<file path="src/rtl/wb_port_arbiter.sv">
// Two-requester register-file writeback arbiter: per-port FIFOs, round-robin
// grant, registered write port, and a scoreboard of in-flight destinations.
//
// Ports:
//   clk, rst                  clock, async active-high reset
//   alu_valid/ready/rd/data   ALU writeback request channel
//   lsu_valid/ready/rd/data   load writeback request channel
//   we3, ad3, wd3             registered register-file write port
//   pending                   bit i set while a write to x_i is queued or in flight
//   busy                      any queue entry or output stage valid
module wb_port_arbiter #(
  parameter int DEPTH  = 2,
  parameter int DATA_W = 32
) (
  input  logic              clk,
  input  logic              rst,
  input  logic              alu_valid,
  output logic              alu_ready,
  input  logic [4:0]        alu_rd,
  input  logic [DATA_W-1:0] alu_data,
  input  logic              lsu_valid,
  output logic              lsu_ready,
  input  logic [4:0]        lsu_rd,
  input  logic [DATA_W-1:0] lsu_data,
  output logic              we3,
  output logic [4:0]        ad3,
  output logic [DATA_W-1:0] wd3,
  output logic [31:0]       pending,
  output logic              busy
);

  localparam int AW = $clog2(DEPTH);
  localparam logic [AW-1:0] P_ONE = AW'(1);
  localparam logic [AW:0]   C_ONE = (AW+1)'(1);
  localparam logic [AW:0]   C_FULL = (AW+1)'(DEPTH);

  // Index 0 is the ALU port, index 1 the LSU port.
  logic [4:0]        rd_mem  [2][DEPTH];
  logic [DATA_W-1:0] dat_mem [2][DEPTH];
  logic [AW-1:0]     wptr [2];
  logic [AW-1:0]     rptr [2];
  logic [AW:0]       cnt  [2];

  logic [4:0]        in_rd  [2];
  logic [DATA_W-1:0] in_dat [2];
  logic [4:0]        hd_rd  [2];
  logic [DATA_W-1:0] hd_dat [2];

  logic [1:0] vld, rdy, full, ne, push, gnt;
  logic       last_lsu;

  always_comb begin
    in_rd[0]  = alu_rd;
    in_rd[1]  = lsu_rd;
    in_dat[0] = alu_data;
    in_dat[1] = lsu_data;
    vld       = {lsu_valid, alu_valid};
    for (int q = 0; q < 2; q++) begin
      full[q]   = (cnt[q] == C_FULL);
      ne[q]     = (cnt[q] != '0);
      hd_rd[q]  = rd_mem[q][rptr[q]];
      hd_dat[q] = dat_mem[q][rptr[q]];
    end
  end

  // Ready depends only on stored occupancy; held low while reset is applied.
  assign rdy       = ~full & {2{~rst}};
  assign alu_ready = rdy[0];
  assign lsu_ready = rdy[1];

  // Writes to x0 complete the handshake but never enter a queue.
  always_comb begin
    for (int q = 0; q < 2; q++)
      push[q] = vld[q] & rdy[q] & (in_rd[q] != 5'd0);
  end

  // On a tie, serve the port that did not win last.
  always_comb begin
    gnt = 2'b00;
    unique case (1'b1)
      ne[0] && ne[1]:  gnt = last_lsu ? 2'b01 : 2'b10;
      ne[0] && !ne[1]: gnt = 2'b01;
      !ne[0] && ne[1]: gnt = 2'b10;
      default:         gnt = 2'b00;
    endcase
  end

  always_ff @(posedge clk or posedge rst) begin
    if (rst) begin
      for (int q = 0; q < 2; q++) begin
        wptr[q] <= '0;
        rptr[q] <= '0;
        cnt[q]  <= '0;
        for (int i = 0; i < DEPTH; i++) begin
          rd_mem[q][i]  <= '0;
          dat_mem[q][i] <= '0;
        end
      end
    end else begin
      for (int q = 0; q < 2; q++) begin
        if (push[q]) begin
          rd_mem[q][wptr[q]]  <= in_rd[q];
          dat_mem[q][wptr[q]] <= in_dat[q];
          wptr[q]             <= wptr[q] + P_ONE;
        end
        if (gnt[q])
          rptr[q] <= rptr[q] + P_ONE;
        case ({push[q], gnt[q]})
          2'b10:   cnt[q] <= cnt[q] + C_ONE;
          2'b01:   cnt[q] <= cnt[q] - C_ONE;
          default: cnt[q] <= cnt[q];
        endcase
      end
    end
  end

  always_ff @(posedge clk or posedge rst) begin
    if (rst) begin
      we3      <= 1'b0;
      ad3      <= '0;
      wd3      <= '0;
      last_lsu <= 1'b1;
    end else begin
      we3 <= |gnt;
      if (gnt[0]) begin
        ad3 <= hd_rd[0];
        wd3 <= hd_dat[0];
      end else if (gnt[1]) begin
        ad3 <= hd_rd[1];
        wd3 <= hd_dat[1];
      end
      if (|gnt)
        last_lsu <= gnt[1];
    end
  end

  // Live entries are those within cnt slots of the read pointer.
  always_comb begin
    logic [AW-1:0] off;
    pending = '0;
    off     = '0;
    for (int q = 0; q < 2; q++) begin
      for (int i = 0; i < DEPTH; i++) begin
        off = AW'(i) - rptr[q];
        if ({1'b0, off} < cnt[q])
          pending = pending | (32'd1 << rd_mem[q][i]);
      end
    end
    if (we3)
      pending = pending | (32'd1 << ad3);
  end

  assign busy = (|ne) | we3;

endmodule

</file>
<file path="config.mk">
export PLATFORM = sky130hd
export DESIGN_NAME = wb_port_arbiter
export DESIGN_NICKNAME = d
export VERILOG_FILES = /design/src/rtl/wb_port_arbiter.sv
export SDC_FILE = /design/constraint.sdc
export NUM_CORES = 1
export LEC_CHECK = 0
export ABC_AREA = 1
export ABC_CLOCK_PERIOD_IN_PS = 17300
export CORE_UTILIZATION = 25
export CTS_BUF_LIST = sky130_fd_sc_hd__clkbuf_2
export CTS_CLUSTER_SIZE = 16
export DETAILED_ROUTE_END_ITERATION = 8
export SLEW_MARGIN = 10
export SYNTH_ARGS = -nofsm -noshare
export SYNTH_HDL_FRONTEND = slang
export SYNTH_SLANG_ARGS = --single-unit
</file>
<file path="constraint.sdc">
create_clock -name clk -period 17.3 [get_ports clk]
set_input_delay 2.595 -clock clk [delete_from_list [all_inputs] [get_ports clk]]
set_output_delay 2.595 -clock clk [all_outputs]
set_load 0.02 [all_outputs]
</file>
==> results.yml <==
logic_synthesis:
  yosysTopAreaCell: "dfrtp_1"
  synth-simple-area-share_pct: 46.3
  synth_top_area_share_pct: 44.4
  synth_fa_ha_area_share_pct: 0.229
  synthTopCellsByArea: "dfrtp_1, nand2_1, nand4_1"
  synthMuxAreaShare_pct: 0
  synth_cell_types: 33
  yosysWarnings: 0
  synth-edff-count: 0
  synthFlopType: "dfrtp_1"
  synthCells: 1569
  synth-seq-cells: 195
  synthXorXnorAreaFrac_pct: 0.480
  async_flop_share_pct: 100
  yosysSeqAreaShare_pct: 44.6
  ys_top_cells_by_count: "nand2_1, nor2_1, dfrtp_1"
  syn_nets: 1649
  synth_top_family_by_area: "simple AND/OR/NAND/NOR gates"
  synth.most_common_cell: "nand2_1"
  syn_avg_cell_area_um2: 6.97
  synth-compound-area-share_pct: 1.78
  syn_area_um2: 10900
detailed_routing:
  dr.pass1.iters: 5
  routedWlPerCell_um: 17.6
  routed_wl_um: 39300
  drt_iter0_drc: 821
  drc_errors: 0
  viasPerCell: 4.84
  vias: 10800
  final_antenna_net_count: 0
critical_path:
  arrival_ns: 4.40
  required_ns: 14.70
  cp_top_family: "buffers and inverters"
  crit_path_frequent_cell: "clkdlybuf4s50_1"
  cp_num_buf_inv: 4
  cpMaxStageDelayCell: "clkdlybuf4s50_1"
  critPathMaxStageDelay_ns: 0.60
  worstPathMaxFanout: 67
  cp-start-kind: "primary input"
  worstSetupEndpointType: "output pin"
  path_class: "primary input to output pin"
  crit_chain: "clkdlybuf4s50_1 > inv_8 > o21ai_2 > inv_1 > clkdlybuf4s50_1"
global_route:
  track_usage_pct: 17.7
  grt_pass1_vias: 10400
  overflow: 0
  grt_pass1_wl_um: 60800
  antenna_found_initial: 1
  grt_start_max_net_pins: 78
sta:
  slew_headroom_pct: 34.7
  setup_viol: 0
  clock_skew_ns: 0.0465
  whs_ns: 0.511
  fin_crit_sh_pct: 40.4
  worst_slew_pin_slew_ns: 0.979
  rsz0062_at_grt: "no"
  finalSetupTns_ns: 0
  hold_viol: 0
  drv_slew: 0
  max_freq_ghz: 0.143
  fin_ws_ns: 10.30
  period_minus_slack_ns: 7.00
outcome:
  status: "completed"
clock_tree:
  cts_tree: "done"
  clockBufferDepth: 2
  htreeDepth: 4
  post_cts_resized: 0
  cts_buffers: 17
  cts.sinks: 195
  clk_latency_ns: 0.77
  root_buffer: "clkbuf_2"
  postCtsSetupBuffers: 0
  holdBufCountCts: 0
  path_clk_slew_ns: 0.26
floorplan:
  die_w_um: 211
  rows: 76
  die_h_um: 211
  die-area_um2: 44600
  start_util_pct: 25.4
  coreArea_um2: 43100
  top_level_ports: 151
pwr:
  intPower_w: 0.00113
  power_w: 0.00234
  p_comb_share_pct: 53.8
  clkPwrFrac_pct: 9.9
  vdd.ir_drop.worst_uv: 76.2
  leakage_nw: 6.21
  pwr_density_cell_nw_per_um2: 180
  sw_frac_of_total_pct: 51.8
  p_sw_w: 0.00121
  seqPwrFrac_pct: 36.3
place:
  port_buffers: 150
  post-dp-hpwl_um: 26700
  gp_congestion: 0.933
  pre_cts_ws_ns: 10.26
finish:
  synthToLayoutAreaGrowth_pct: 18.7
  seq_area_um2: 4880
  multi_input_comb_area_um2: 5360
  fill_cells: 4708
  final_core_util_pct: 30.1
  nets: 1720
  drive_gt1_share_pct: 4.11
hold_path:
  min_path_type: "flop to flop"
run:
  cap_violations: 0
-- cell families after synthesis --
family / Yosys count
compound gates: 28
xor+xnor: 6
fa+ha+maj: 2
buf+inv: 155
flops: 195
simple gates: 1183
-- power by group through the flow --
stage                     combinational [W]  clock [W]  sequential, W
after CTS                           0.00127   0.000238       0.000846
after global routing                0.00140   0.000256       0.000879
after floorplan                    0.000825          0       0.000817
final                               0.00126   0.000230       0.000849
after global placement              0.00125          0       0.000850
after detailed placement            0.00126          0       0.000857
-- area by class of cell --
class / instances / area share, %
repair buffers: 163 / 12.3
well taps: 585 / 5.64
clock buffers: 18 / 0.694
inverters: 44 / 1.33
multi-input cells: 1219 / 41.3
flip-flops and latches: 195 / 37.6
clock inverters: 14 / 1.15
diodes: 2 / 0.0385
-- through the flow --
| step | area, um2 | cells |
|---|---|---|
| final | 13000 | 2240 |
| after global routing | 13000 | 2240 |
| after CTS | 13000 | 2238 |
| after detailed placement | 12700 | 2206 |
| after global placement | 12700 | 2206 |
| after floorplan | 10900 | 1569 |
-- sequential cells by signal (all words and copies together), names as in the netlist --
register  flops
wptr          2
rptr          2
ad3           5
last_lsu      1
cnt           4
we3           1
dat_mem     128
rd_mem       20
wd3          32
-- cell usage in the layout (no fill, tap or decap), types with 2 or more instances in the layout --
cell type and instances:
nand4_1 178, nor3_1 10, nand2_1 670, nor2_1 210, clkinv_1 10, inv_1 30
ha_1 2, nand3_2 4, dfrtp_1 194, o211ai_1 4, nand2_2 4, xor2_1 4
clkbuf_2 18, xnor2_1 2, a21oi_1 4, a21boi_0 2, diode_2 2, o21ai_0 12
o21ai_2 2, buf_4 13, clkdlybuf4s50_1 150, nor2_4 2, inv_8 5, clkinvlp_4 2
clkinv_4 3, nand3_1 102, inv_2 5
-- path summary, 6_finish.rpt --
| check | from | end | slack [ns] | depth (start not counted) |
|---|---|---|---|---|
| max in group asynchronous | rst | wd3[15]$_DFFE_PP0P_ | 12.88 | 4 |
| min in group asynchronous | rst | we3$_DFF_PP0_ | 2.23 | 2 |
| max | rst | lsu_ready | 10.30 | 5 |
| max reg2reg | cnt[2]$_DFFE_PP0P_ | dat_mem[107]$_DFFE_PP0P_ | 14.34 | 6 |
| min | dat_mem[63]$_DFFE_PP0P_ | dat_mem[63]$_DFFE_PP0P_ | 0.51 | 2 |
| min reg2reg | dat_mem[63]$_DFFE_PP0P_ | dat_mem[63]$_DFFE_PP0P_ | 0.51 | 2 |
-- per-layer routing --
metal  up-vias  global-route usage, %  wire (um)
li1       5249                      -          -
met2       368                   30.4      19500
met4         0                   4.60        703
met3        39                   2.97       2530
met1      5185                   22.9      16600
met5         -                      0          0
-- worst min-delay path, stage by stage (launching register included) --
cell	delay, ns
dfrtp_1	0.40
nand2_1	0.06
nand2_1	0.05
Note: power is estimated with default switching activity, not from simulation.
